File: config.mk
export PLATFORM = sky130hd
export DESIGN_NAME = paddle_pot_timer_flat
export DESIGN_NICKNAME = d
export VERILOG_FILES = /design/src/rtl/paddle_pot_timer_pkg.sv /design/src/rtl/paddle_pot_timer_if.sv /design/src/rtl/paddle_pot_timer_channel.sv /design/src/rtl/paddle_pot_timer.sv /design/src/flat_wrapper.sv
export SDC_FILE = /design/constraint.sdc
export NUM_CORES = 1
export LEC_CHECK = 0
export BUFFER_PORTS_ARGS = -buffer_cell sky130_fd_sc_hd__clkbuf_2
export CELL_PAD_IN_SITES_DETAIL_PLACEMENT = 2
export CELL_PAD_IN_SITES_GLOBAL_PLACEMENT = 2
export CORE_UTILIZATION = 35
export DETAILED_ROUTE_END_ITERATION = 10
export PLACE_DENSITY = 0.72
export SLEW_MARGIN = 5
export SYNTH_ARGS = -nofsm -noshare
export SYNTH_HDL_FRONTEND = slang
export SYNTH_SLANG_ARGS = --single-unit
File: constraint.sdc
create_clock -name clk -period 9 [get_ports clk]
set_input_delay 0.9 -clock clk [delete_from_list [all_inputs] [get_ports clk]]
set_output_delay 0.9 -clock clk [all_outputs]
set_load 0.05 [all_outputs]
File: src/rtl/paddle_pot_timer_pkg.sv
// Shared types, widths and threshold arithmetic for the paddle pot timer.
// Optional jitter (macro POT_JITTER_EN) uses the LFSR constants below.
package paddle_pot_pkg;

    localparam int unsigned PADDLE_W = 8;
    localparam int unsigned NUM_POTS = 4;
    localparam int unsigned LFSR_W   = 16;
    localparam logic [LFSR_W-1:0] LFSR_TAPS = 16'hB400;
    localparam logic [LFSR_W-1:0] LFSR_SEED = 16'hACE1;

    typedef enum logic [1:0] {
        POT_DUMPED   = 2'd0,
        POT_CHARGING = 2'd1,
        POT_CHARGED  = 2'd2
    } pot_state_t;

    // Charge threshold in scanlines: MIN_LINES + ((value*SPAN)>>8) + jitter,
    // clamped to the largest value the line counter can hold.
    function automatic int unsigned pot_threshold(
        input logic [PADDLE_W-1:0] value,
        input int unsigned         min_lines,
        input int unsigned         span,
        input int unsigned         cnt_w,
        input logic                jitter = 1'b0
    );
        logic [16:0]  prod;
        int unsigned  thr;
        int unsigned  lim;
        prod = 17'(32'(value) * span);
        thr  = min_lines + 32'(prod >> 8) + 32'(jitter);
        lim  = (32'd1 << cnt_w) - 32'd1;
        return (thr > lim) ? lim : thr;
    endfunction

endpackage

File: src/rtl/paddle_pot_timer_if.sv
// Paddle-side bus of the pot timer.
//   hs        TIA horizontal sync level
//   dump      VBLANK D7, grounds all pots when 1
//   paddle_N  8-bit pot positions
//   pot_out   per-pot charged bits (INPT0-3 bit 7)
interface paddle_pot_timer_if;
    import paddle_pot_pkg::*;

    logic                hs;
    logic                dump;
    logic [PADDLE_W-1:0] paddle_1;
    logic [PADDLE_W-1:0] paddle_2;
    logic [PADDLE_W-1:0] paddle_3;
    logic [PADDLE_W-1:0] paddle_4;
    logic [NUM_POTS-1:0] pot_out;

    modport master (
        output hs, dump, paddle_1, paddle_2, paddle_3, paddle_4,
        input  pot_out
    );

    modport slave (
        input  hs, dump, paddle_1, paddle_2, paddle_3, paddle_4,
        output pot_out
    );

endinterface

File: src/rtl/paddle_pot_timer_channel.sv
// One pot capacitor: dump / charge / charged sequencing, line counter and
// threshold latch.
//   clk, reset  clock, synchronous active-high reset
//   line_stb    one-cycle pulse per scanline
//   dump        1 discharges the pot
//   value       pot position, sampled when the charge starts
//   jitter      extra line added to the threshold at latch time
//   charged     registered charged flag
module pot_channel
    import paddle_pot_pkg::*;
#(
    parameter int unsigned MIN_LINES = 2,
    parameter int unsigned SPAN      = 380,
    parameter int unsigned CNT_W     = 9
) (
    input  logic                clk,
    input  logic                reset,
    input  logic                line_stb,
    input  logic                dump,
    input  logic [PADDLE_W-1:0] value,
    input  logic                jitter,
    output logic                charged
);

    localparam logic [1:0] S_DUMPED   = 2'(POT_DUMPED);
    localparam logic [1:0] S_CHARGING = 2'(POT_CHARGING);
    localparam logic [1:0] S_CHARGED  = 2'(POT_CHARGED);
    localparam logic [CNT_W-1:0] CNT_MAX = '1;

    logic [1:0]       state_q, state_n;
    logic [CNT_W-1:0] cnt_q, cnt_n;
    logic [CNT_W-1:0] thr_q, thr_n;
    logic             out_q, out_n;
    logic [CNT_W:0]   cnt_inc;

    // State, counter, threshold and output registers.
    always_ff @(posedge clk) begin
        if (reset) begin
            state_q <= S_DUMPED;
            cnt_q   <= '0;
            thr_q   <= '0;
            out_q   <= 1'b0;
        end else begin
            state_q <= state_n;
            cnt_q   <= cnt_n;
            thr_q   <= thr_n;
            out_q   <= out_n;
        end
    end

    // Extra bit so the comparison sees cnt+1 even at the counter ceiling.
    assign cnt_inc = {1'b0, cnt_q} + (CNT_W+1)'(1);

    // Next-state and next-output logic; dump wins over any strobe.
    always_comb begin
        state_n = state_q;
        cnt_n   = cnt_q;
        thr_n   = thr_q;
        out_n   = out_q;
        case (state_q)
            S_DUMPED: begin
                cnt_n = '0;
                out_n = 1'b0;
                if (!dump) begin
                    thr_n   = CNT_W'(pot_threshold(value, MIN_LINES, SPAN, CNT_W, jitter));
                    state_n = S_CHARGING;
                end
            end
            S_CHARGING: begin
                if (dump) begin
                    cnt_n   = '0;
                    out_n   = 1'b0;
                    state_n = S_DUMPED;
                end else if (thr_q == '0) begin
                    out_n   = 1'b1;
                    state_n = S_CHARGED;
                end else if (line_stb) begin
                    if (cnt_q != CNT_MAX) begin
                        cnt_n = cnt_q + CNT_W'(1);
                    end
                    if (cnt_inc >= {1'b0, thr_q}) begin
                        out_n   = 1'b1;
                        state_n = S_CHARGED;
                    end
                end
            end
            S_CHARGED: begin
                if (dump) begin
                    cnt_n   = '0;
                    out_n   = 1'b0;
                    state_n = S_DUMPED;
                end else begin
                    out_n = 1'b1;
                end
            end
            default: begin
                cnt_n   = '0;
                out_n   = 1'b0;
                state_n = S_DUMPED;
            end
        endcase
    end

    assign charged = out_q;

endmodule

File: src/rtl/paddle_pot_timer.sv
// TIA paddle potentiometer emulation: four independent pot channels timed
// in scanlines from the rising edge of hs.
//   clk, reset  clock, synchronous active-high reset
//   bus         paddle_pot_timer_if.slave (hs, dump, paddle_1..4, pot_out)
// Build option: define POT_JITTER_EN to add one LFSR bit of charge noise
// per channel at threshold latch.
module paddle_pot_timer
    import paddle_pot_pkg::*;
#(
    parameter int unsigned MIN_LINES = 2,
    parameter int unsigned SPAN      = 380,
    parameter int unsigned CNT_W     = 9
) (
    input  logic               clk,
    input  logic               reset,
    paddle_pot_timer_if.slave  bus
);

    logic hs_d;
    logic run_q;
    logic line_stb;

    // hs edge register; run_q masks the first cycle after reset so an hs
    // that is already high at release is not taken as a new line.
    always_ff @(posedge clk) begin
        if (reset) begin
            hs_d  <= 1'b0;
            run_q <= 1'b0;
        end else begin
            hs_d  <= bus.hs;
            run_q <= 1'b1;
        end
    end

    assign line_stb = bus.hs & ~hs_d & run_q;

    logic [NUM_POTS-1:0] jitter;

`ifdef POT_JITTER_EN
    logic [LFSR_W-1:0] lfsr_q;

    // Galois LFSR stepped once per scanline.
    always_ff @(posedge clk) begin
        if (reset) begin
            lfsr_q <= LFSR_SEED;
        end else if (line_stb) begin
            lfsr_q <= (lfsr_q >> 1) ^ (lfsr_q[0] ? LFSR_TAPS : '0);
        end
    end

    assign jitter = lfsr_q[NUM_POTS-1:0];
`else
    assign jitter = '0;
`endif

    logic [PADDLE_W-1:0] value [NUM_POTS];
    logic [NUM_POTS-1:0] charged;

    assign value[0] = bus.paddle_1;
    assign value[1] = bus.paddle_2;
    assign value[2] = bus.paddle_3;
    assign value[3] = bus.paddle_4;

    for (genvar n = 0; n < NUM_POTS; n++) begin : g_pot
        pot_channel #(
            .MIN_LINES (MIN_LINES),
            .SPAN      (SPAN),
            .CNT_W     (CNT_W)
        ) u_pot (
            .clk      (clk),
            .reset    (reset),
            .line_stb (line_stb),
            .dump     (bus.dump),
            .value    (value[n]),
            .jitter   (jitter[n]),
            .charged  (charged[n])
        );
    end

    // Each bit comes straight from a channel output register.
    assign bus.pot_out = charged;

endmodule

File: src/flat_wrapper.sv
// flat-port wrapper written by rule: the top's interface ports become plain ports
module paddle_pot_timer_flat import paddle_pot_pkg::*;
#(
    parameter int unsigned MIN_LINES = 2,
    parameter int unsigned SPAN      = 380,
    parameter int unsigned CNT_W     = 9
)
  (clk, reset, bus_hs, bus_dump, bus_paddle_1, bus_paddle_2, bus_paddle_3, bus_paddle_4, bus_pot_out);
  paddle_pot_timer_if bus_i ();
  input  logic clk;
  input  logic reset;
  input wire logic [$bits(bus_i.hs)-1:0] bus_hs;
  input wire logic [$bits(bus_i.dump)-1:0] bus_dump;
  input wire logic [$bits(bus_i.paddle_1)-1:0] bus_paddle_1;
  input wire logic [$bits(bus_i.paddle_2)-1:0] bus_paddle_2;
  input wire logic [$bits(bus_i.paddle_3)-1:0] bus_paddle_3;
  input wire logic [$bits(bus_i.paddle_4)-1:0] bus_paddle_4;
  output wire logic [$bits(bus_i.pot_out)-1:0] bus_pot_out;
  assign bus_i.hs = bus_hs;
  assign bus_i.dump = bus_dump;
  assign bus_i.paddle_1 = bus_paddle_1;
  assign bus_i.paddle_2 = bus_paddle_2;
  assign bus_i.paddle_3 = bus_paddle_3;
  assign bus_i.paddle_4 = bus_paddle_4;
  assign bus_pot_out = bus_i.pot_out;
  paddle_pot_timer #(.MIN_LINES(MIN_LINES), .SPAN(SPAN), .CNT_W(CNT_W)) u_core (.clk(clk), .reset(reset), .bus(bus_i));
endmodule
* Yosys cells after proc, flatten, opt, wreduce, memory -nomap -nowiden
Index checks and enable logic that the tools add are counted.
** Cells by class
- Reduce and logical (&&, ||, !) cells :: 24
- Multiplexer cells :: 69
- Multipliers :: 4
- Eq/ne operators :: 40
- $add $sub $neg :: 12
- Magnitude comparators :: 8
- Bitwise gates (word level) :: 4
** Operators by type and width (number)
- $mux 9 :: 21
- $pmux 9 s2 :: 4
- $mul 8x7->15 const B :: 4
- $add 2x9->10 const A :: 4
- $add 9x1->10 const B :: 4
- $ge 10x9->1 :: 4
- $gt 10x9->1 const B :: 4
- $add 9x1->9 const B :: 4
- $logic_not 9->1 :: 4
- $mux 2 :: 18
- $ne 9x9->1 const B :: 4
- $reduce_and 4->1 :: 8
- $ne 3x3->1 const B :: 9
- $pmux 2 s3 :: 4
- $ne 4x4->1 const B :: 5
- $mux 1 :: 18
- $ne 2x2->1 const B :: 8
- $reduce_and 2->1 :: 8
- $ne 4x3->1 const B :: 3
- $ne 3x2->1 const B :: 3
- $eq 2x1->1 const B :: 4
- $eq 2x2->1 const B :: 4
- $logic_not 2->1 :: 4
- $pmux 1 s2 :: 4
- other kinds (2) :: 4
** Storage, ports and cells
- Logic and storage cells :: 179
- Output and inout bits :: 4
- Bits of input ports :: 36
- Register bits after elaboration :: 86

* Longest topological paths before layout
Gate-level depths: netlist of the first run.
- Depth after elaboration :: 7
- Depth in mapped cells :: 22
- Gate-level depth less buffers :: 22

* Modules after synthesis
A second synthesis of the first run with hierarchy kept.
** Second synthesis, totals
- Cell total of the unflattened synthesis :: 1283
- Area, all modules :: 11462.2 um2
** By module, submodules not included
- pot_channel at u_core.g_pot[2].u_pot :: times used 1, sequential area each 420.4 um2, area an instance 3001.6 um2, cells an instance 337
- pot_channel at u_core.g_pot[0].u_pot :: times used 1, sequential area each 420.4 um2, area an instance 2834.0 um2, cells an instance 323
- pot_channel at u_core.g_pot[1].u_pot :: times used 1, sequential area each 420.4 um2, area an instance 2805.2 um2, cells an instance 309
- pot_channel at u_core.g_pot[3].u_pot :: times used 1, sequential area each 420.4 um2, area an instance 2758.9 um2, cells an instance 308
- paddle_pot_timer :: times used 1, sequential area each 40.0 um2, area an instance 62.6 um2, cells an instance 6

* Least setup slack after synthesis of the first run
Ideal clock, no wire load.
- Path type :: input to register
- From :: input bus_paddle_3[2]
- To :: register u_core.g_pot[2].u_pot.thr_q[1]
- Stages on the path :: 20
- Required time :: 8.905 ns
- Slack :: 3.557 ns
- Path buffers :: 0
- Arrival :: 5.348 ns
- Library setup time :: 0.095 ns
- Cells stage by stage :: inv_1 fa_1 inv_1 ha_1 inv_1 fa_1 inv_1 fa_1 ha_1 a21o_1 a211oi_1 nor2b_1 nor2_1 xnor2_1 ha_1 nand2_1 nor3_1 o311ai_1 o41a_1 a221oi_1
** On the way
- Cells in the longest elaborated chain, start to end :: 4
** Ends and longest elaborated chain
- from (decl) :: line flat_wrapper.sv:16 : input wire logic [$bits(bus_i.paddle_3)-1:0] bus_paddle_3;
- $mul 8x7->15 * :: line paddle_pot_timer_pkg.sv:29 : prod = 17'(32'(value) * span);
- $add 2x9->10 * :: line paddle_pot_timer_pkg.sv:30 : thr = min_lines + 32'(prod >> 8) + 32'(jitter);
- $gt 10x9->1 :: line paddle_pot_timer_pkg.sv:32 : return (thr > lim) ? lim : thr;
- $mux 9 * :: line paddle_pot_timer_pkg.sv:32
- to (signal assigned) :: line paddle_pot_timer_channel.sv:46 : thr_q <= thr_n;
- to (decl) :: line paddle_pot_timer_channel.sv:32 : logic [CNT_W-1:0] thr_q, thr_n;
Mark *: on every way between the ends. The rest lies on a longest branch, timed or not.
A chain may end at the register's enable or synchronous reset.

* Final worst setup path of the first run
- From :: input bus_paddle_3[2]
- To :: register u_core.g_pot[2].u_pot.thr_q[3]
The elaborated chain is that of the path after synthesis.

==> results of run 1 <==
[cell usage in the layout, fill, tap and decap left out, types with 5 or more instances in the layout]
cell,Yosys,routed
ha_1,200,200
o21bai_1,5,5
nand3_1,24,24
a21oi_1,70,70
clkbuf_16,0,9
xnor2_1,42,42
o21ai_0,43,43
nor4_1,13,13
xor2_1,35,35
nand3b_1,18,18
a211oi_1,11,11
a21o_1,15,15
inv_1,173,173
clkbuf_2,0,39
nor3b_1,14,14
and3_1,17,17
nor3_1,43,43
a221oi_1,26,26
nand4_1,12,12
o311a_1,5,5
nor2_1,91,91
a31oi_1,11,11
nor2b_1,12,12
nand2_1,40,40
dfxtp_1,86,86
o31ai_1,6,6
fa_1,84,84
o21a_1,9,9
nand2b_1,6,6
[stage by stage]
step	instances	util, %	cell area, µm²
final	1638	38.88	11650
after global routing	1638	38.88	11650
after floorplan	1219	-	10770
after CTS	1638	38.88	11650
after global placement	1622	37.86	11340
after detailed placement	1622	37.86	11340
[critical path: stages]
cell and delay [ns]:
clkbuf_2 0.13, inv_1 0.11, fa_1 0.55, inv_1 0.05, ha_1 0.26, inv_1 0.06
fa_1 0.55, inv_1 0.06, fa_1 0.47, ha_1 0.36, a21o_1 0.20, a211oi_1 0.36
nor2b_1 0.11, nor2_1 0.17, xnor2_1 0.14, ha_1 0.20, nand2_1 0.06, nor3_1 0.26
o311ai_1 0.21, o41a_1 0.59, a311oi_1 0.32
[metal layers]
metal,routed length [µm],share of wire (%)
met5,0,0
met4,184,0.67
met3,370,1.3
met2,13500,49
met1,13590,49
[flip-flops by register name, indices dropped and copies added (netlist names)]
register                    count
u_core.run_q                    1
u_core.hs_d                     1
u_core.g_pot.u_pot.charged      4
u_core.g_pot.u_pot.state_q      8
u_core.g_pot.u_pot.thr_q       36
u_core.g_pot.u_pot.cnt_q       36
[cell families (layout without fill, tap and decap cells)]
logic type | count (synthesis) | count (layout)
XOR/XNOR | 77 | 77
flip-flops | 86 | 86
adder cells (fa/ha/maj) | 284 | 284
AND/OR/NAND/NOR | 318 | 318
multiplexers | 2 | 2
buffers and inverters | 203 | 232
AO/OA/AOI/OAI | 249 | 249
[final timing paths]
check / end / from / cells after the start
max: u_core.g_pot[2].u_pot.thr_q[3]$_SDFFE_PP0P_ / bus_paddle_3[2] / 21
min: u_core.g_pot[1].u_pot.charged$_SDFFE_PP0P_ / u_core.g_pot[1].u_pot.charged$_SDFFE_PP0P_ / 2
max reg2reg: u_core.g_pot[1].u_pot.state_q[0]$_SDFFE_PP0P_ / u_core.g_pot[1].u_pot.cnt_q[0]$_SDFFE_PP0P_ / 13
min reg2reg: u_core.g_pot[1].u_pot.charged$_SDFFE_PP0P_ / u_core.g_pot[1].u_pot.charged$_SDFFE_PP0P_ / 2
[area by class of cell]
type                    instances  area, µm²
repair buffers                 41      210.2
clock inverters                 6      67.56
fillers                      3385      18310
inverters                     175      656.9
clock buffers                  10      239.0
well taps                     390      488.0
multi-input cells             930       8263
flip-flops and latches         86       1722
[power breakdown]
part	internal, mW	leakage [nW]	switching, mW
Clock	0.225	0.145	0.174
Combinational	1.02	4.62	1.43
Sequential	0.453	0.703	0.0443
==> run metrics, run 1 <==
status=finished, final reports clean; met3 GRT Util=2.078%; global routing's busiest layer=met2; first-pass GRT wire length=48560 µm; max-cap violations=0; vias in the first global route=9842; Final HPWL DP=22550 µm; post-synth top area share=23.25%; post-synthesis net count=1539; Peak Freq=170.0 MHz; met1 Use GR=25.17%; Synth Area in Compound Gates=15.91%; post-CTS sizing=0; layout cell share with drive strength beyond 1=6.090%; Clock Pin Slew Worst Setup and Hold Paths=0.07 ns; main combinational cell family by area after synthesis=adder cells; maximum vdd ir drop=0.1965 mV; Top Ports=40; H-tree Lvls=3; Register-to-Register Setup Slack=5.39 ns; Setup TNS=0 ns; area leader, netlist=ha_1; DIE AREA=31460 µm²; final WL=27650 µm; GRT met2 Usage=33.09%; total power=3.340 mW; number of synthesized flops with an enable pin=0; Post-CTS Setup Inserts=0; total gr overflow=0; Gate Count Post-Synth=1219; Pwr Density=286.8 nW/µm²; Starting DRT DRC Count=255; CP Data Required Time=9.25 ns; Crit. End Element=flip-flop; total number of vias=8721; Setup Skew=0.008290 ns; fin nets=1563; Final Max Tran Viols=0; Final Critical Period=5.883 ns; routed len/inst=16.88 µm; n_diodes=0; final setup fails=0; synthesized area per cell=8.831 µm²; CTS tree=done; mapped cell area=10770 µm²; Final Hold Fails=0; antenna viol nets, final=0; Hold/Removal Path Class=reg -> reg; Post-route DRC=0; sequential area share after synthesis=15.99%; leakage=5.473 nW; Worst EP arrival=6.13 ns; max_slew headroom=20.47%; Async SR Flop Fraction=0%; Place WS=2.759 ns; drt first pass iters=4; measured slew at the worst slew-check pin=1.191 ns; Die Wd=177.4 µm; setup ws final=3.117 ns; CTS Buffer Depth=2; Synth cell types=78; Area Overhead vs Synth=8.183%; WS Path Type=in -> reg; hold_buf cts=0; TritonCTS buffer count=9; synth cell count leaders=200 x ha_1, 173 x inv_1, 91 x nor2_1; Clock Latency Late Sink=0.36 ns; DIE HEIGHT=177.4 µm; area share of and/or/nand/nor cells after synthesis=15.53%; PortBufs=39; GRT Resource Usage Total=18.88%; Synth area leaders=ha_1 23%, dfxtp_1 16%, fa_1 16%; period utilisation layout=65.37%; Top FF cell, synth=dfxtp_1; Worst setup SP type=input pin; RePlAce Congestion=0.7434; Via density=5.324; fraction of the mapped netlist area in adder cells=38.87%; multiplexer share of the synthesized area=0.1860%; pin count of the biggest net entering global routing=77; synth warn=0; post-synthesis xor/xnor area fraction=6.265%; initial antenna violation count=0; clk sink count=86; biggest fanout along the worst timing path=8; RSZ-0062 raised after global routing=no; clock root cell=clkbuf_16; most common cell in the netlist=ha_1; Starting Density=35.94%; #FFs+latches synth=86; area of the core=29950 µm²; Hold Slack=0.4712 ns; cell row count=63
No activity file was read; power rests on OpenSTA's default activity.
==> inputs of run 2 (changes only) <==
--- a/config.mk
+++ b/config.mk
@@ -5,12 +5,13 @@
 export SDC_FILE = /design/constraint.sdc
 export NUM_CORES = 1
 export LEC_CHECK = 0
+export ABC_AREA = 1
 export BUFFER_PORTS_ARGS = -buffer_cell sky130_fd_sc_hd__clkbuf_2
 export CELL_PAD_IN_SITES_DETAIL_PLACEMENT = 2
 export CELL_PAD_IN_SITES_GLOBAL_PLACEMENT = 2
 export CORE_UTILIZATION = 35
 export DETAILED_ROUTE_END_ITERATION = 10
-export PLACE_DENSITY = 0.72
+export PLACE_DENSITY = 0.77
 export SLEW_MARGIN = 5
 export SYNTH_ARGS = -nofsm -noshare
 export SYNTH_HDL_FRONTEND = slang
==> constraint.sdc (replaced) <==
create_clock -name clk -period 6.16 [get_ports clk]
set_input_delay 0.616 -clock clk [delete_from_list [all_inputs] [get_ports clk]]
set_output_delay 0.616 -clock clk [all_outputs]
set_load 0.05 [all_outputs]
==> run 2 against run 1 <==
  * Synthesized cell count grew 37%
  * First-iteration DRC count decreased by 2.0%
  * Global-route usage rose by 1.4 points
  * Critical path depth rose by 1
  * Worst setup slack worse by 1.6 ns
  * Count of clock-buffer cells in the layout up 3
  * Critical path type unchanged
  * Largest power group unchanged
==> run metrics, run 2 <==
status=finished, final reports clean; max_slew headroom=26.01% (+5.5 points); Crit. Startpoint=bus_paddle_4[4]; RePlAce Congestion=0.7697 (+3.5%); Crit. End Element=flip-flop; biggest fanout along the worst timing path=6 (-2); Worst setup SP type=input pin; measured slew at the worst slew-check pin=1.106 ns (-0.08476 ns); most frequent cells in the layout=405 x nand2_1, 345 x inv_1, 200 x ha_1; final setup fails=0 (unchanged); total gr overflow=0 (unchanged); Area Overhead vs Synth=8.323%; Hold Slack=0.4669 ns (-0.004290 ns); cell row count=66 (+4.8%); total number of vias=10590 (+21%); synth warn=0 (unchanged); CTS Buffer Depth=2 (unchanged); DIE HEIGHT=185.0 µm (+4.3%); area leader, netlist=ha_1; Peak Freq=217.0 MHz; area of the core=32780 µm² (+9.4%); Gate Count Post-Synth=1676 (+37%); CP most frequent cell=inv_1; Reg2Reg Depth=17 (+4); RSZ-0062 raised after global routing=no; GRT Resource Usage Total=20.28% (+1.4 points); Post-CTS Setup Inserts=0 (unchanged); Starting DRT DRC Count=250 (-2.0%); Clock Pin Slew Worst Setup and Hold Paths=0.06 ns (about the same); Starting Density=35.76% (-0.18 points); H-tree Lvls=3 (unchanged); Synth cell types=37 (-53%); WS Path Type=in -> reg; CP cell instances=clkbuf_2, fa_1, inv_1, fa_1, inv_1, fa_1, inv_1, fa_1, inv_1, ha_1, a21oi_2, nor2_1, nor2_2, nand2_1, nand2_1, nand3b_1, nand2_1, inv_1, nand3_2, nand2_4, o21ai_1, inv_1; Final Hold Fails=0 (unchanged); Final HPWL DP=27650 µm (+23%); Pwr Density=412.0 nW/µm² (+44%); routed len/inst=14.96 µm (-11%); n_diodes=0 (unchanged); PortBufs=39 (unchanged); most common cell in the netlist=nand2_1; post-CTS sizing=0 (unchanged); leakage=6.876 nW (+26%); first-pass GRT wire length=56840 µm (+17%); synthesized area per cell=6.996 µm² (-21%); Hold Startpoint=u_core.g_pot[3].u_pot.thr_q[7]$_SDFFE_PP0P_; pin count of the biggest net entering global routing=35 (-55%); Max stage delay on crit path=0.56 ns (-0.03 ns); Crit path buffers/inverters=7 (+2); Via density=4.920 (-7.6%); Top Ports=40 (unchanged); DIE AREA=34240 µm² (+8.8%); Die Wd=185.0 µm (+4.3%); slowest stage cell, crit path=fa_1; CTS tree=done; biggest regs=u_core.g_pot.u_pot.cnt_q (36), u_core.g_pot.u_pot.thr_q (36), u_core.g_pot.u_pot.state_q (8); synth cell count leaders=405 x nand2_1, 345 x inv_1, 200 x ha_1; Final Max Tran Viols=0 (unchanged); clock root cell=clkbuf_16; Final Critical Period=4.609 ns; hold path depth=2 (unchanged); number of synthesized flops with an enable pin=0 (unchanged); post-synthesis net count=1996 (+30%); hold_buf cts=0 (unchanged); Reg2Reg Launch Point=u_core.g_pot[0].u_pot.cnt_q[3]$_SDFFE_PP0P_; total power=5.233 mW (+57%); antenna viol nets, final=0 (unchanged); Setup Skew=0.01048 ns (+0.002193 ns); Final Util=38.74% (-0.14 points); CP delay by family, top=adder cells; final WL=32200 µm (+16%); Setup TNS=0 ns (unchanged); Worst EP arrival=4.85 ns (-1.28 ns); drt first pass iters=4 (unchanged); fin nets=2026 (+30%); max-cap violations=0 (unchanged); maximum vdd ir drop=0.1765 mV (-10%); Hold/Removal Path Class=reg -> reg; sequential area share after synthesis=14.68% (-1.3 points); setup ws final=1.551 ns (-1.566 ns); post-synth top area share=21.34% (-1.9 points); Place WS=1.161 ns (-1.598 ns); clk sink count=86 (unchanged); initial antenna violation count=0 (unchanged); layout cell share with drive strength beyond 1=5.845% (-0.25 points); most common cell after layout, fill and taps aside=nand2_1; Clock Latency Late Sink=0.35 ns (about the same); Async SR Flop Fraction=0% (unchanged); area of the multi-input gates=8581 µm² (+3.8%); Critical Path Stages=22 (+4.8%); Top FF cell, synth=dfxtp_1; vias in the first global route=12020 (+22%); mapped cell area=11720 µm² (+8.9%); TritonCTS buffer count=9 (unchanged); period utilisation layout=74.81%; Fillers=4014 (+19%); storage element area=1722 µm² (unchanged); Post-route DRC=0 (unchanged); #FFs+latches synth=86 (unchanged); Synth area leaders=ha_1 21%, dfxtp_1 15%, fa_1 14%; CP Data Required Time=6.40 ns (-2.85 ns)
-- run 2: cell types whose count changed in the layout (fill, tap and decap cells not counted), moves of 29 or more --
cell / change
nor3_1: -29
nand3_1: +104
inv_1: +172
a21oi_1: +30
xnor2_1: -34
nand2_1: +365
-- run 2: logic make-up (layout without fill, tap and decap cells) --
group	after synthesis	after routing	synth area share, %
compound gates	187	187	8.857
xor+xnor	35	35	2.615
fa+ha+maj	284	284	35.68
buf+inv	373	408	12.13
flops	86	86	14.68
simple gates	711	711	26.03
-- run 2: area by class of cell --
| type | instances | area share, % |
|---|---|---|
| clock buffers | 13 | 1.970 |
| clock inverters | 3 | 0.5320 |
| inverters | 351 | 10.37 |
| multi-input cells | 1217 | 67.56 |
| flip-flops and latches | 86 | 13.56 |
| well taps | 442 | 4.354 |
| repair buffers | 41 | 1.655 |
-- run 2: path summary, 6_finish.rpt --
path                            slack, ns                                             to
worst min register to register       0.47    u_core.g_pot[3].u_pot.thr_q[7]$_SDFFE_PP0P_
worst max register to register       3.53  u_core.g_pot[0].u_pot.state_q[0]$_SDFFE_PP0P_
worst min-delay path                 0.47    u_core.g_pot[3].u_pot.thr_q[7]$_SDFFE_PP0P_
worst max-delay path                 1.55    u_core.g_pot[3].u_pot.thr_q[0]$_SDFFE_PP0P_
-- run 2: stage by stage --
step / std cells / area [µm²]
final: 2153 / 12700
after global routing: 2153 / 12700
after CTS: 2153 / 12700
after detailed placement: 2137 / 12380
after global placement: 2137 / 12380
after floorplan: 1676 / 11730
-- run 2: power by group --
part           switching, mW  internal, mW  total, mW
clock                  0.236         0.367      0.603
sequential            0.0549         0.656      0.711
combinational           2.57          1.35       3.92
-- run 2: layer usage --
layer / part of all wire, % / up-vias / global-route usage, %
li1: - / 5347 / -
met1: 46 / 5187 / 24.56
met2: 52 / 45 / 38.87
met3: 1.0 / 14 / 1.927
met4: 0.64 / 0 / 3.140
met5: 0 / - / 0
-- run 2: worst register-to-register path, stage by stage (launching register included) --
cell,delay (ns)
dfxtp_1,0.40
nand2_1,0.09
nor3_1,0.23
nand2_1,0.12
xor2_1,0.15
inv_1,0.07
ha_1,0.32
nand4_1,0.11
o21ai_0,0.28
nand2_1,0.08
nand2_1,0.07
nand2_1,0.04
nand2_1,0.05
nand2_1,0.04
nand2_1,0.18
nand2_1,0.11
nand2_1,0.09
a21oi_1,0.06
